$ cat config.mk
export PLATFORM = sky130hd
export DESIGN_NAME = ov7670_sccb_config
export DESIGN_NICKNAME = d
export VERILOG_FILES = /design/src/rtl/ov7670_sccb_config.sv
export SDC_FILE = /design/constraint.sdc
export NUM_CORES = 1
export LEC_CHECK = 0
export BUFFER_PORTS_ARGS = -buffer_cell sky130_fd_sc_hd__buf_2
export CORE_ASPECT_RATIO = 1.5
export CORE_MARGIN = 8
export CORE_UTILIZATION = 30
export CTS_CLUSTER_DIAMETER = 100
export CTS_CLUSTER_SIZE = 20
export DETAILED_ROUTE_END_ITERATION = 16
export PLACE_DENSITY = 0.5
export SKIP_CTS_REPAIR_TIMING = 1
export SLEW_MARGIN = 20
export SYNTH_ARGS = -nofsm -noshare
export SYNTH_HDL_FRONTEND = slang
export SYNTH_SLANG_ARGS = --single-unit
$ cat constraint.sdc
create_clock -name clk -period 2.95 [get_ports clk]
set_clock_uncertainty 0.2 [all_clocks]
set_input_delay 0.1475 -clock clk [delete_from_list [all_inputs] [get_ports clk]]
set_output_delay 0.1475 -clock clk [all_outputs]
set_load 0.005 [all_outputs]
$ cat src/rtl/ov7670_sccb_config.sv
// ov7670_sccb_config
//   Boot-time configurator for the OV7670. After reset it holds the camera in
//   reset for half of a power-up wait, then walks an internal {reg,data}
//   table and writes each entry over SCCB. The entry 16'hFFF0 inserts a long
//   wait (used after the COM7 soft reset). The entry 16'hFFFF ends the table.
//   Optional build macro: OV7670_CFG_VERIFY_EN. It reads back every non-COM7
//   entry after writing it and raises a sticky cfg_err on any difference.
// Ports
//   clk        system clock
//   rst_n      synchronous active-low reset
//   start      1-cycle pulse, restarts the table from entry 0 (only when done)
//   busy       high from power-up wait until the table completes
//   done       high once the table completes; cleared by start or reset
//   entry_idx  index of the table entry being processed (debug)
//   sioc       SCCB clock
//   siod_oe    1 = drive SIOD low, 0 = release (external pull-up)
//   cam_RESET  camera reset_n pin
//   cam_PWDN   camera power-down pin, tied low
//   siod_i     (verify build) SIOD input from the IOBUF
//   cfg_err    (verify build) sticky readback mismatch flag
module ov7670_sccb_config #(
  parameter int         CLK_FREQ     = 100_000_000,
  parameter int         SCCB_FREQ    = 100_000,
  parameter logic [7:0] DEV_ADDR     = 8'h42,
  parameter int         PWRUP_CYCLES = 1_000_000,
  parameter int         GAP_CYCLES   = 1_000,
  parameter int         DELAY_CYCLES = 1_000_000
) (
  input  logic       clk,
  input  logic       rst_n,
  input  logic       start,
`ifdef OV7670_CFG_VERIFY_EN
  input  logic       siod_i,
  output logic       cfg_err,
`endif
  output logic       busy,
  output logic       done,
  output logic [7:0] entry_idx,
  output logic       sioc,
  output logic       siod_oe,
  output logic       cam_RESET,
  output logic       cam_PWDN
);

  localparam int          Q          = CLK_FREQ / (4 * SCCB_FREQ);
  localparam logic [15:0] Q_LAST     = 16'(Q - 1);
  localparam logic [31:0] PWRUP_LAST = 32'(PWRUP_CYCLES - 1);
  localparam logic [31:0] PWRUP_HALF = 32'(PWRUP_CYCLES / 2);
  localparam logic [31:0] GAP_LAST   = 32'(GAP_CYCLES - 1);
  localparam logic [31:0] DELAY_LAST = 32'(DELAY_CYCLES - 1);
  localparam logic [15:0] TBL_END    = 16'hFFFF;
  localparam logic [15:0] TBL_DELAY  = 16'hFFF0;
  localparam logic [4:0]  BITS3_LAST = 5'd26;  // 3 bytes x 9 bits
`ifdef OV7670_CFG_VERIFY_EN
  localparam logic [4:0]  BITS2_LAST = 5'd17;  // 2 bytes x 9 bits
`endif

  typedef enum logic [2:0] {
    S_PWRUP, S_FETCH, S_START, S_SEND, S_STOP, S_GAP, S_DELAY, S_DONE
  } state_t;

`ifdef OV7670_CFG_VERIFY_EN
  typedef enum logic [1:0] {K_WRITE, K_ADDR, K_READ} kind_t;
  kind_t      kind, kind_nxt;
  logic [7:0] rd_sh;
`endif

  state_t      state, state_nxt;
  logic [15:0] qcnt;
  logic [1:0]  qph;
  logic [4:0]  bitcnt;
  logic [31:0] cnt;
  logic [26:0] shreg, shreg_load;
  logic [15:0] rom_q;
  logic [7:0]  idx_nxt;
  logic        tick, phase_end, send_last, in_bus;

  // Register table: RGB565, VGA 640x480, free-running PCLK.
  function automatic logic [15:0] rom_f(input logic [7:0] a);
    case (a)
      8'd0:    return 16'h1280;  // COM7 soft reset
      8'd1:    return TBL_DELAY;
      8'd2:    return 16'h1204;  // COM7 RGB output, VGA
      8'd3:    return 16'h1100;  // CLKRC
      8'd4:    return 16'h0C00;  // COM3
      8'd5:    return 16'h3E00;  // COM14
      8'd6:    return 16'h0400;  // COM1
      8'd7:    return 16'h8C00;  // RGB444 off
      8'd8:    return 16'h40D0;  // COM15 RGB565, full range
      8'd9:    return 16'h3A04;  // TSLB
      8'd10:   return 16'h1438;  // COM9
      8'd11:   return 16'h4FB3;  // colour matrix
      8'd12:   return 16'h50B3;
      8'd13:   return 16'h5100;
      8'd14:   return 16'h523D;
      8'd15:   return 16'h53A7;
      8'd16:   return 16'h54E4;
      8'd17:   return 16'h589E;
      8'd18:   return 16'h3DC0;  // COM13
      8'd19:   return 16'h1713;  // HSTART
      8'd20:   return 16'h1801;  // HSTOP
      8'd21:   return 16'h32B6;  // HREF
      8'd22:   return 16'h1902;  // VSTART
      8'd23:   return 16'h1A7A;  // VSTOP
      8'd24:   return 16'h030A;  // VREF
      default: return TBL_END;
    endcase
  endfunction

  assign tick   = (qcnt == Q_LAST);
  assign in_bus = (state == S_START) || (state == S_SEND) || (state == S_STOP);

  always_comb begin
    phase_end = 1'b0;
    case (state)
      S_START: phase_end = tick && (qph == 2'd1);
      S_SEND:  phase_end = tick && (qph == 2'd3);
      S_STOP:  phase_end = tick && (qph == 2'd2);
      default: phase_end = 1'b0;
    endcase
  end

`ifdef OV7670_CFG_VERIFY_EN
  assign send_last = (bitcnt == ((kind == K_WRITE) ? BITS3_LAST : BITS2_LAST));

  // Unsent tail bits are ones so the line stays released (ACK slots, read data, NACK).
  always_comb begin
    case (kind_nxt)
      K_ADDR:  shreg_load = {DEV_ADDR, 1'b1, rom_q[15:8], 1'b1, 9'h1FF};
      K_READ:  shreg_load = {DEV_ADDR | 8'h01, 1'b1, 8'hFF, 1'b1, 9'h1FF};
      default: shreg_load = {DEV_ADDR, 1'b1, rom_q[15:8], 1'b1, rom_q[7:0], 1'b1};
    endcase
  end
`else
  assign send_last  = (bitcnt == BITS3_LAST);
  assign shreg_load = {DEV_ADDR, 1'b1, rom_q[15:8], 1'b1, rom_q[7:0], 1'b1};
`endif

  // State register
  always_ff @(posedge clk) begin
    if (!rst_n) state <= S_PWRUP;
    else        state <= state_nxt;
  end

  // Next-state logic
  always_comb begin
    state_nxt = state;
    idx_nxt   = entry_idx;
`ifdef OV7670_CFG_VERIFY_EN
    kind_nxt  = kind;
`endif
    case (state)
      S_PWRUP: if (cnt == PWRUP_LAST) state_nxt = S_FETCH;
      S_FETCH: begin
        if (rom_q == TBL_END)        state_nxt = S_DONE;
        else if (rom_q == TBL_DELAY) state_nxt = S_DELAY;
        else begin
          state_nxt = S_START;
`ifdef OV7670_CFG_VERIFY_EN
          kind_nxt  = K_WRITE;
`endif
        end
      end
      S_START: if (phase_end) state_nxt = S_SEND;
      S_SEND:  if (phase_end && send_last) state_nxt = S_STOP;
      S_STOP:  if (phase_end) state_nxt = S_GAP;
      S_GAP: begin
        if (cnt == GAP_LAST) begin
`ifdef OV7670_CFG_VERIFY_EN
          if (kind == K_WRITE && rom_q[15:8] != 8'h12) begin
            state_nxt = S_START;
            kind_nxt  = K_ADDR;
          end else if (kind == K_ADDR) begin
            state_nxt = S_START;
            kind_nxt  = K_READ;
          end else begin
            state_nxt = S_FETCH;
            idx_nxt   = entry_idx + 8'd1;
          end
`else
          state_nxt = S_FETCH;
          idx_nxt   = entry_idx + 8'd1;
`endif
        end
      end
      S_DELAY: begin
        if (cnt == DELAY_LAST) begin
          state_nxt = S_FETCH;
          idx_nxt   = entry_idx + 8'd1;
        end
      end
      S_DONE: begin
        if (start) begin
          state_nxt = S_FETCH;
          idx_nxt   = 8'd0;
        end
      end
      default: state_nxt = S_PWRUP;
    endcase
  end

  // Datapath. The ROM is addressed with the next index so that rom_q already
  // holds the current entry during the single FETCH cycle.
  always_ff @(posedge clk) begin
    if (!rst_n) begin
      entry_idx <= '0;
      rom_q     <= rom_f(8'd0);
      cnt       <= '0;
      qcnt      <= '0;
      qph       <= '0;
      bitcnt    <= '0;
      shreg     <= '1;
      cam_RESET <= 1'b0;
`ifdef OV7670_CFG_VERIFY_EN
      kind      <= K_WRITE;
      rd_sh     <= '0;
      cfg_err   <= 1'b0;
`endif
    end else begin
      entry_idx <= idx_nxt;
      rom_q     <= rom_f(idx_nxt);
      cnt       <= (state_nxt != state) ? '0 : cnt + 32'd1;
      if (state == S_PWRUP && cnt == PWRUP_HALF) cam_RESET <= 1'b1;

      if (!in_bus)   qcnt <= '0;
      else           qcnt <= tick ? '0 : qcnt + 16'd1;
      if (!in_bus)   qph <= '0;
      else if (tick) qph <= phase_end ? 2'd0 : qph + 2'd1;

      if (state != S_SEND) bitcnt <= '0;
      else if (phase_end)  bitcnt <= bitcnt + 5'd1;

      if (state_nxt == S_START && state != S_START) shreg <= shreg_load;
      else if (state == S_SEND && phase_end)        shreg <= {shreg[25:0], 1'b1};
`ifdef OV7670_CFG_VERIFY_EN
      kind <= kind_nxt;
      if (state == S_SEND && kind == K_READ && tick && qph == 2'd2 &&
          bitcnt >= 5'd9 && bitcnt <= 5'd16)
        rd_sh <= {rd_sh[6:0], siod_i};
      if (state == S_DONE && start)
        cfg_err <= 1'b0;
      else if (state == S_STOP && phase_end && kind == K_READ && rd_sh != rom_q[7:0])
        cfg_err <= 1'b1;
`endif
    end
  end

  // Outputs
  always_comb begin
    sioc     = 1'b1;
    siod_oe  = 1'b0;
    busy     = (state != S_DONE);
    done     = (state == S_DONE);
    cam_PWDN = 1'b0;
    case (state)
      S_START: begin
        siod_oe = 1'b1;
        sioc    = (qph == 2'd0);
      end
      S_SEND: begin
        sioc    = (qph == 2'd1) || (qph == 2'd2);
        siod_oe = ~shreg[26];
      end
      S_STOP: begin
        sioc    = (qph != 2'd0);
        siod_oe = (qph != 2'd2);
      end
      default: ;
    endcase
  end

endmodule
==> out/summary.txt <==
# setup viols final - 53
Critical R2R Launch - cnt[6]
R2R depth - 11
Die height - 185 um
Maximum clock frequency - 322 MHz
Hold EP - state[2]
Hold_sp - start
Worst R2R End - rom_q[2]
Initial Utilization - 30.7%
Seq/Total Area, Yosys - 38.3%
Yosys warning count - 0
Crit-path cells - or4b_4 -> nor4_4 -> and4_4 -> o21ai_4 -> buf_6 -> buf_4 -> o22ai_4 -> o21ai_1 -> buf_4 -> o311a_1 -> o21a_1
Die area - 23,700 sq um
DRT iter0 DRCs - 270
Synth Register Bits - 109
Top FF cell, synth - dfxtp_1
First-pass iteration count of the detailed router - 4
Crit end category - register
Placer congestion estimate - 0.862
Met3 Usage GRT - 2.08%
Worst setup margin - -152 ps
Mapped Area - 5700 sq um
Layout filler cell count - 1,902
Non-Filler Instances - 1,075
GR peak layer - met2
H-tree depth - 3
Distinct cells, synth - 74
CTS Buf Count - 9
Share of cells above drive strength 1 - 27.8%
GR Util All Layers - 14.0%
Critical Path RT - 3000 ps
Grt met1 use - 15.0%
Min Tclk post-route - 3100 ps
Most frequent CP cell - buf_4
Leading cell types by total area after synthesis - dfxtp_1, nand2_1, nor2_1, xnor2_1, nand3_1
Flop2flop setup slack - -150 ps
Total Routed Length - 16,500 um
MaxCap Viol Count - 0
Leakage - 2.90 nW
Skew-Pair Late Insertion Delay - 360 ps
Least-Margin Pin Slew - 551 ps
Synth area leader - dfxtp_1
Hold Path Class - in -> reg
Asr flop ratio synth - 0%
CP Max Fanout - 6
Row cnt - 61
CTS root buffer - clkbuf_16
Post-Synthesis Net Count - 714
Wire per inst - 15.4 um
Critical-path top delay cell - or4b_4
Post-DRT Antenna Nets - 0
Clock buffer depth - 2
Slew headroom - 62.9%
Fin nets - 832
Placed cell count - 1,043
Slowest Stage Delay on Critical Path - 580 ps
M2 GR Usage - 25.4%
CTS tree - built
WHS Path Cells - 6
Worst-path clk slew - 80 ps
Mapped Cells - 700
DP HPWL - 12,100 um
Fin crit share - 105%
Hold Fails Final Rpt - 0
I/O Buffers - 15
DR vias - 5,425
Vias in the first global route - 5,382
CP Launch Type - register
Syn Area/Cell - 8.14 sq um
Area of the multi-input gates - 3500 sq um
DRC Markers - 0
I/O pins - 17
Area grow syn2layout - 32.1%
Slew Viols, Final - 0
First-pass GRT wire length - 26,500 um
Die W - 129 um
Initial antenna violation count - 0
EDFF count, synth - 0
VDD IR max - 0.306 mV
Synth cell count leaders - dfxtp_1, nand2_1, nor2_1
Top-area cell type share of the netlist area - 38.3%
Most common cell in the netlist - dfxtp_1
Grt ovf - 0
Fin Hold WS - 257 ps
Total clock sinks - 109
Setup slack at placement - -131 ps
Failing checks - negative setup slack
RSZ-0062 raised after global routing - yes
Largest net degree at the start of global routing - 32
Final Power - 2.81 mW
Crit path kind - reg -> reg
# diodes - 0
Outcome - finished, violations left
FF+latch area - 2180 sq um
Crit path DAT - 3150 ps
Vias/cell - 5.05
Core box area - 18,500 sq um
Pwr dens - 373 nW/um^2
per-layer routing:
layer  vias to the layer above  wire length, um
met5                         -                0
met4                         0              715
met3                        44              337
met2                        85             8570
met1                      2593             6920
li1                       2703                -
final cells by class:
| type | instances | share of cell area (%) |
|---|---|---|
| inverters | 16 | 0.798 |
| well taps | 252 | 4.19 |
| multi-input cells | 537 | 46.5 |
| clock inverters | 5 | 0.865 |
| flip-flops and latches | 109 | 29.0 |
| repair buffers | 145 | 15.4 |
| clock buffers | 11 | 3.23 |
power by group:
group | internal (mW) | switching, mW | leakage (nW) | total (mW)
Clock | 0.692 | 0.576 | 0.144 | 1.27
Combinational | 0.0286 | 0.0375 | 1.88 | 0.0661
Sequential | 1.47 | 0.00258 | 0.879 | 1.48
Total | 2.19 | 0.616 | 2.90 | 2.81
sequential cells by signal, summed over array words and instances, names as in the netlist:
name,cells
entry_idx,8
rom_q,16
qcnt,16
qph,2
cnt,32
cam_RESET,1
bitcnt,5
state,3
shreg,26
how the worst max path moves through the flow:
| stage | to | startpoint | slack (ps) | cells past startpoint |
|---|---|---|---|---|
| after detailed placement | rom_q[11] | cnt[8] | -130 | 9 |
| after CTS | rom_q[9] | cnt[8] | -190 | 11 |
| final | rom_q[2] | cnt[6] | -150 | 11 |
| after global routing | rom_q[5] | cnt[6] | -280 | 11 |
| after global placement | rom_q[11] | cnt[8] | -150 | 10 |
| after floorplan | rom_q[5] | cnt[7] | 30 | 11 |
cells in the final DEF, fill, tap and decap left out, types with 11 or more instances in the layout:
cell	synthesis	layout
nor3_1	12	12
inv_1	15	14
nor2_1	95	75
nand2_1	98	92
clkbuf_16	0	11
nand4_1	18	18
buf_2	8	16
ha_1	11	11
o21ai_0	16	12
xnor2_1	28	28
a21oi_1	22	21
nor2_2	4	22
xor2_1	21	21
buf_4	2	114
dfxtp_1	109	109
and3_1	13	11
nand3_1	47	43
a221o_1	15	15
logic make-up (layout without fill, tap and decap cells):
group | after synthesis | count (layout) | synth area share (%)
simple gates | 353 | 353 | 30.8
compound gates | 120 | 120 | 16.0
flops | 109 | 109 | 38.3
buf+inv | 54 | 177 | 4.26
xor+xnor | 49 | 49 | 7.54
fa+ha+maj | 11 | 11 | 2.42
mux | 3 | 3 | 0.637
other cells | 1 | 1 | 0.0658
stage by stage:
| stage | TNS, ps | util, % | instance area [sq um] |
|---|---|---|---|
| 2_1_floorplan | 0 | - | 5700 |
| 3_3_place_gp | -1340 | 36.6 | 6800 |
| 3_5_place_dp | -1890 | 36.6 | 6800 |
| 4_1_cts | -3060 | 38.3 | 7100 |
| 5_1_grt | -11940 | 40.6 | 7520 |
| 6_report | -2310 | 40.6 | 7520 |
worst max-delay path, delay by kind of cell, from the launching register on:
kind	cells	cell delay, ps
buf+inv	3	440
compound gates	5	870
simple gates	3	1170
flops	1	310
Power figures use the tool's default switching activity.
